### config.mk
export PLATFORM = sky130hd
export DESIGN_NAME = fp_vector_result_collector
export DESIGN_NICKNAME = d
export VERILOG_FILES = /design/src/rtl/fp_vector_result_collector.sv
export SDC_FILE = /design/constraint.sdc
export NUM_CORES = 1
export LEC_CHECK = 0
export BUFFER_PORTS_ARGS = -buffer_cell sky130_fd_sc_hd__buf_2
export CAP_MARGIN = 20
export CORE_AREA = 3 3 182 184
export CTS_CLUSTER_DIAMETER = 200
export DETAILED_ROUTE_END_ITERATION = 12
export DIE_AREA = 0 0 185 187
export GPL_ROUTABILITY_DRIVEN = 0
export PLACE_DENSITY = 0.67
export SYNTH_ARGS = -nofsm -noshare
export SYNTH_HDL_FRONTEND = slang
export SYNTH_SLANG_ARGS = --single-unit
### constraint.sdc
create_clock -name clk -period 14.3 [get_ports clk]
set_clock_uncertainty 0.2 [all_clocks]
set_input_delay 1.43 -clock clk [delete_from_list [all_inputs] [get_ports clk]]
set_output_delay 1.43 -clock clk [all_outputs]
set_load 0.02 [all_outputs]
### src/rtl/fp_vector_result_collector.sv
// Collects 4-lane FP12 result vectors from a fixed-latency, valid-only adder into a FIFO,
// presents them over ready/valid and returns issue credits so the FIFO can never be oversubscribed.
module fp_vector_result_collector #(
    parameter int EXP_BITS  = 5,
    parameter int MANT_BITS = 6,
    parameter int LANES     = 4,
    parameter int DEPTH     = 8,
    parameter int CNT_BITS  = $clog2(DEPTH + 1)
) (
    input  logic                                       clk,
    input  logic                                       rst,
    input  logic                                       issue_valid,
    output logic                                       issue_allow,
    input  logic                                       res_valid,
    input  logic [EXP_BITS+MANT_BITS:0]                res_a,
    input  logic [EXP_BITS+MANT_BITS:0]                res_b,
    input  logic [EXP_BITS+MANT_BITS:0]                res_c,
    input  logic [EXP_BITS+MANT_BITS:0]                res_d,
    output logic                                       m_valid,
    input  logic                                       m_ready,
    output logic [LANES*(EXP_BITS+MANT_BITS+1)-1:0]    m_data,
    output logic [CNT_BITS-1:0]                        m_count,
    output logic                                       full,
    output logic                                       empty,
    output logic [1:0]                                 err
);
    localparam int W        = EXP_BITS + MANT_BITS + 1;
    localparam int VEC_W    = LANES * W;
    localparam int PTR_BITS = $clog2(DEPTH);
    localparam logic [CNT_BITS-1:0] DEPTH_C = CNT_BITS'(DEPTH);

    logic [VEC_W-1:0]    mem_q [DEPTH];
    logic [CNT_BITS-1:0] occ_q, occ_d;
    logic [CNT_BITS-1:0] inflight_q, inflight_d;
    logic [PTR_BITS-1:0] rd_ptr_q, rd_ptr_d;
    logic [PTR_BITS-1:0] wr_ptr_q, wr_ptr_d;
    logic [1:0]          err_q, err_d;
    logic                push, pop, drop, viol;

    // Credit check uses registered state only, so there is no path from issue/res inputs.
    assign issue_allow = ({1'b0, occ_q} + {1'b0, inflight_q}) < {1'b0, DEPTH_C};

    assign m_valid = (occ_q != '0);
    assign m_data  = m_valid ? mem_q[rd_ptr_q] : '0;
    assign m_count = occ_q;
    assign full    = (occ_q == DEPTH_C);
    assign empty   = (occ_q == '0);
    assign err     = err_q;

    always_comb begin
        pop        = m_valid && m_ready;
        // A full FIFO still accepts a vector when the head leaves in the same cycle.
        push       = res_valid && ((occ_q != DEPTH_C) || pop);
        drop       = res_valid && !push;
        viol       = (issue_valid && !issue_allow) || (res_valid && (inflight_q == '0));
        occ_d      = occ_q;
        inflight_d = inflight_q;
        rd_ptr_d   = rd_ptr_q;
        wr_ptr_d   = wr_ptr_q;
        err_d      = err_q | {viol, drop};

        if (push && !pop) begin
            occ_d = occ_q + 1'b1;
        end else if (pop && !push) begin
            occ_d = occ_q - 1'b1;
        end
        if (push) begin
            wr_ptr_d = wr_ptr_q + 1'b1;
        end
        if (pop) begin
            rd_ptr_d = rd_ptr_q + 1'b1;
        end

        if (issue_valid && !res_valid) begin
            if (inflight_q != DEPTH_C) begin
                inflight_d = inflight_q + 1'b1;
            end
        end else if (res_valid && !issue_valid) begin
            if (inflight_q != '0) begin
                inflight_d = inflight_q - 1'b1;
            end
        end
    end

    always_ff @(posedge clk) begin
        if (rst) begin
            occ_q      <= '0;
            inflight_q <= '0;
            rd_ptr_q   <= '0;
            wr_ptr_q   <= '0;
            err_q      <= '0;
        end else begin
            occ_q      <= occ_d;
            inflight_q <= inflight_d;
            rd_ptr_q   <= rd_ptr_d;
            wr_ptr_q   <= wr_ptr_d;
            err_q      <= err_d;
        end
    end

    // Storage is data only; validity is tracked entirely by the pointers and occupancy.
    always_ff @(posedge clk) begin
        if (push) begin
            mem_q[wr_ptr_q] <= {res_a, res_b, res_c, res_d};
        end
    end
endmodule

# --- Yosys cells after proc, flatten, opt, wreduce, memory -nomap -nowiden ---
# Memory sizes are Yosys's and may differ from the RTL's. A register that Yosys moved wholly into a read port is not among the register bits.
# Index checks and enable logic that the tools add are counted.
totals:
  memories: 1
  ff_bits: 16
  mem_bits_rw: 384
  word_cells: 54
  input_bits: 53
op_classes:
  eq_ne: 4
  addsub: 7
  mux: 11
  n_lt_le_gt_ge: 1
  reduce_logical: 24
  bitwise: 1
memory_table:
  columns: ["name", "words", "width", "rd", "rd_clocked_by_memory_dff", "write_ports", "line", "source"]
  rows:
  - ["mem_q", 8, 48, 1, 1, 1, "32", "logic [VEC_W-1:0] mem_q [DEPTH];"]
op_table:
  columns: ["cell", "n"]
  rows:
  - ["$mux W48", 1]
  - ["$mux W4", 6]
  - ["$logic_and A1 B1 Y1", 9]
  - ["$add A4 B1 Y4 const B", 2]
  - ["$logic_not A4 Y1", 2]
  - ["$ne A4 B4 Y1 const B", 2]
  - ["$reduce_bool A4 Y1", 2]
  - ["$sub A4 B1 Y4 const B", 2]
  - ["$add A3 B1 Y3 const B", 2]
  - ["$mux W3", 2]
  - ["$reduce_bool A2 Y1", 3]
  - ["$add A4 B4 Y5", 1]
  - ["$logic_not A1 Y1", 5]
  - ["$lt A5 B4 Y1 const B", 1]
  - ["$eq A4 B4 Y1 const B", 1]
  - ["$reduce_and A3 Y1", 1]
  - ["$logic_or A1 B1 Y1", 2]
  - ["$mux W1", 2]
  - ["$ne A2 B1 Y1 const B", 1]
  - ["$or A2 B2 Y2", 1]

# --- Longest topological paths before layout ---
logic_depth:
  depth_word: 8
  depth_mapped: 10
  depth_no_buf: 9

# --- Worst setup path after synthesis ---
# Ideal clock, no wire load.
synth_path:
  path_type: "input to register"
  start: "input port m_ready"
  end: "memory mem_q[1][0] in the netlist's numbering (enable)"
  arrival_ns: 5.025
  n_path_buf: 0
  setup_ns: 0.513
  setup_slack_ns: 8.562
  stages: 3
  t_required_ns: 13.587
  cell_sequence: "o21a_1 > nand2_1 > nor3_1"
synth_between:
  elab_chain_len: 5
synth_rtl:
  columns: ["element", "line", "source"]
  rows:
  - ["from (decl)", "20", "input logic m_ready,"]
  - ["$logic_and A1 B1 Y1", "51", "pop = m_valid && m_ready;"]
  - ["$logic_or A1 B1 Y1", "53", "push = res_valid && ((occ_q != DEPTH_C) || pop);"]
  - ["$logic_and A1 B1 Y1", "53", null]
  - ["$mux W1", "103", "if (push) begin"]
  - ["$mux W1 (not written as such)", "104", "mem_q[wr_ptr_q] <= {res_a, res_b, res_c, res_d};"]
  - ["to (decl)", "32", null]
# Every way passes these cells.

==> reports/results.txt <==
After layout, the minimum clock period comes to 5.313 ns. The logs give 0 for the number of warnings reported in the yosys synthesis log and 0 for the count of inserted antenna diode cells. The max-slew headroom at the worst pin came out at 29.08%. The origin of the critical flop-to-flop path was m_count[0]. The logs give 0 for the number of hold buffers added after CTS and 49.71% for the initial standard-cell utilization of the core. The biggest area consumer among synthesized cells was sky130_fd_sc_hd__edfxtp_1.

The detailed router finished its first iteration with 585 violations. The logs give 0.03156 mm² for the standard cell core area and 0.1235 mV for the maximum ir drop on the vdd rail. Cells with a size suffix above 1 make up 31.57% of the layout.

The routed design has 29.58 mm of wire. In this run, synthesis inferred 384 flip-flops with an integrated enable. Worst setup path endpoint: m_data[30]. TritonCTS built the clock tree. The final design instance area without fill was 0.01789 mm². Setup violations remaining at the end of the flow were counted as 0. The clock reaches the later pin of the worst-skew pair after 0.52 ns. The pre-antenna-repair detailed-routing pass consisted of 5 iterations.

The tree is rooted in a sky130_fd_sc_hd__clkbuf_16. Summed over all failing endpoints, the final setup total negative slack is 0 ns. Of all nets on the critical path, the largest fanout is 48. In this run the post-CTS setup repair buffer count came out at 0. The tools report the register-to-register path setup slack as 11.26 ns. The endpoint identified for the worst register-to-register timing path is mem_q[3][32]. Critical path launch point type: a register.

In this run the power density over the cells is 179.3 mW/mm². Synthesis produced 730 cells. After clock tree synthesis, the clock-pin slew on the worst setup and hold paths is 0.06 ns. The number of filler cells placed in the layout was 2331. The tools report the launch point of the worst hold path as rd_ptr_q[1].

STA puts the critical path data required time at 12.67 ns. Of the available clock period, the critical path in the final layout requires 37.16%. The run gives 7826 as the number of global-route vias before repair. In the synthesized netlist the async set-or-reset flop fraction comes to 0%. 111 I/O pins were placed. After clock tree synthesis, the repair step resized 0 gates.

The type of the worst setup path is reg2out. By instance count, the leading cell after synthesis is sky130_fd_sc_hd__edfxtp_1. The post-layout net count was 923. The tools report the sequential fraction of the synthesis area as 75.94%. The classification of the worst-slack hold path is reg2reg. The overall track demand over capacity in global routing is 17.54%, and the die span in y is 187 µm. The worst reg-to-reg path cell count was 5.

The CTS buffer count is 41. The deepest level of the CTS H-tree is 2, and the final hold violation count is 0. Yosys attributes the largest share of cell area to sky130_fd_sc_hd__edfxtp_1, sky130_fd_sc_hd__mux4_2, sky130_fd_sc_hd__mux2i_1.

The floorplan step defined a die boundary enclosing 0.03460 mm². The transition time at the pin with the least slew margin was 1.064 ns. Number of distinct library cell variants in the gate-level netlist after synthesis: 40.

The number of pins exceeding their max-slew limit in the final report came out at 0. The total of flip-flops plus latches after synthesis was 403; the achievable frequency was 188.2 MHz. The synthesis-to-layout area growth is 14.03%. The tools report the sum of net half-perimeters after detailed placement as 15.82 mm. The top flip-flop cell by instance count after synthesis was sky130_fd_sc_hd__edfxtp_1. Counting instances in the post-synthesis netlist gives the leading cell types as sky130_fd_sc_hd__edfxtp_1, sky130_fd_sc_hd__mux4_2, sky130_fd_sc_hd__nor2_1, sky130_fd_sc_hd__mux2i_1, sky130_fd_sc_hd__buf_2. The tools report the capturing element type of the critical path as a primary output. The average wire per cell in the routed design was 22.95 µm. The run gives 46.30 mm as the wire length of the first global-routing pass.

The number of nets handed over by synthesis was 796. Across the run, the number of max-cap violations was 0. The initialized floorplan defines 65 standard-cell rows. The flow ran to the end, and the final reports show no timing, DRC or antenna violations. The die is 185 µm wide. The clock sink count is 403, and the count of vias placed by the detailed router is 7302. In this run the cell area measured after placement is 0.01662 mm². Final hold analysis gives a worst-case slack of 0.2791 ns. Setup repair after global routing left no endpoint under its margin. The analysis attributes to cell leakage a power of 5.785 nW.

In the routed design, unresolved DRC markers number 0. For the initial antenna violation count, the log shows 3. Entering global routing, the biggest net connects 70 pins. The run gives 3 as the maximum number of buffers from clock root to sink.

The synthesized design devotes to its leading area cell type 73.51% of total area. The average vias per placed instance is 5.665, and the summed instance area of the synthesized netlist is 0.01569 mm². At the worst endpoint, the arrival time is 3.68 ns.

The remaining global-route overflow came out at 0. Average size of a mapped cell: 21.49 µm². In this run the tool buffered the top-level ports with 110 buffer cells.

The run gives 0 as the number of routed nets with antenna violations.
## state kept, by name (all words and copies together) (netlist names), named ones only
register / cells
err: 2
inflight_q: 4
m_count: 4
mem_q: 384
rd_ptr_q: 3
wr_ptr_q: 3
## where the power goes
group | switching [mW] | internal, mW | total [mW] | leakage, nW
logic | 0.469 | 0.350 | 0.819 | 1.53
clock network | 0.409 | 0.584 | 0.993 | 0.608
registers | 0.0427 | 1.35 | 1.40 | 3.64
total | 0.921 | 2.29 | 3.21 | 5.78
## layout make-up
type | instances | area [µm²] | share of cell area, %
Clock buffer | 52 | 1110 | 6.204
Sequential cell | 403 | 11920 | 66.65
Inverter | 6 | 23.77 | 0.1329
Clock inverter | 21 | 152.6 | 0.8534
Tap cell | 402 | 503.0 | 2.812
Timing Repair Buffer | 121 | 633.1 | 3.539
Multi-Input combinational cell | 284 | 3542 | 19.80
## metal layers
layer | vias up | wire length [µm] | GRT usage, %
met3 | 47 | 1949 | 3.812
met5 | - | 30 | 0
li1 | 3258 | - | -
met2 | 210 | 14670 | 28.53
met4 | 6 | 456 | 3.636
met1 | 3781 | 12480 | 24.89
## worst max-delay path, stage by stage, from the launching register on
cell and delay [ns]:
sky130_fd_sc_hd__dfxtp_4 0.43, sky130_fd_sc_hd__buf_4 0.75, sky130_fd_sc_hd__buf_4 0.80, sky130_fd_sc_hd__mux4_1 0.65
sky130_fd_sc_hd__mux2i_1 0.17, sky130_fd_sc_hd__nor2_1 0.08, sky130_fd_sc_hd__buf_2 0.21
## how the worst min path moves through the flow
stage,to,slack (ns),cells after the start
final,register,0.28,2
after global routing,register,0.32,2
after CTS,register,0.28,2
after detailed placement,err[0],0.27,2
after global placement,err[0],0.25,2
after floorplan,register,0.25,2
## layout by cell type, fill, tap and decap left out, types with 3 or more instances in the layout
| master | instances |
|---|---|
| sky130_fd_sc_hd__clkinv_1 | 12 |
| sky130_fd_sc_hd__mux4_1 | 6 |
| sky130_fd_sc_hd__mux2i_1 | 50 |
| sky130_fd_sc_hd__clkbuf_1 | 9 |
| sky130_fd_sc_hd__ha_1 | 11 |
| sky130_fd_sc_hd__clkinv_2 | 4 |
| sky130_fd_sc_hd__mux4_2 | 90 |
| sky130_fd_sc_hd__nand2_1 | 5 |
| sky130_fd_sc_hd__nor2_4 | 6 |
| sky130_fd_sc_hd__edfxtp_1 | 384 |
| sky130_fd_sc_hd__inv_1 | 5 |
| sky130_fd_sc_hd__nand2b_1 | 5 |
| sky130_fd_sc_hd__xnor2_1 | 3 |
| sky130_fd_sc_hd__a31oi_1 | 4 |
| sky130_fd_sc_hd__a21oi_1 | 7 |
| sky130_fd_sc_hd__dfxtp_1 | 16 |
| sky130_fd_sc_hd__a211oi_1 | 4 |
| sky130_fd_sc_hd__nor2_1 | 63 |
| sky130_fd_sc_hd__nand3_1 | 4 |
| sky130_fd_sc_hd__buf_4 | 11 |
| sky130_fd_sc_hd__dfxtp_4 | 3 |
| sky130_fd_sc_hd__xor2_1 | 4 |
| sky130_fd_sc_hd__clkbuf_16 | 43 |
| sky130_fd_sc_hd__buf_2 | 110 |
| sky130_fd_sc_hd__nor3_1 | 3 |
## per-stage QoR
stage          setup WS [ns]  power (mW)  util, %  std cells
5_1_grt                8.613       3.371    56.69       1289
3_3_place_gp           9.442       2.247    52.68       1216
6_report               8.987       3.207    56.69       1289
3_5_place_dp           9.445       2.256    52.68       1216
2_1_floorplan          8.562       2.054        -        730
4_1_cts                8.845       3.250    56.69       1289
## kinds of logic (layout without fill, tap and decap cells)
logic type	count (synthesis)	count (layout)	share of synthesized area, %
xor+xnor	7	7	0.3909
fa+ha+maj	13	13	1.133
mux	147	147	17.19
compound gates	23	23	0.9492
buf+inv	43	200	1.835
simple gates	94	94	2.568
flops	403	403	75.94
Power figures use the tool's default switching activity.
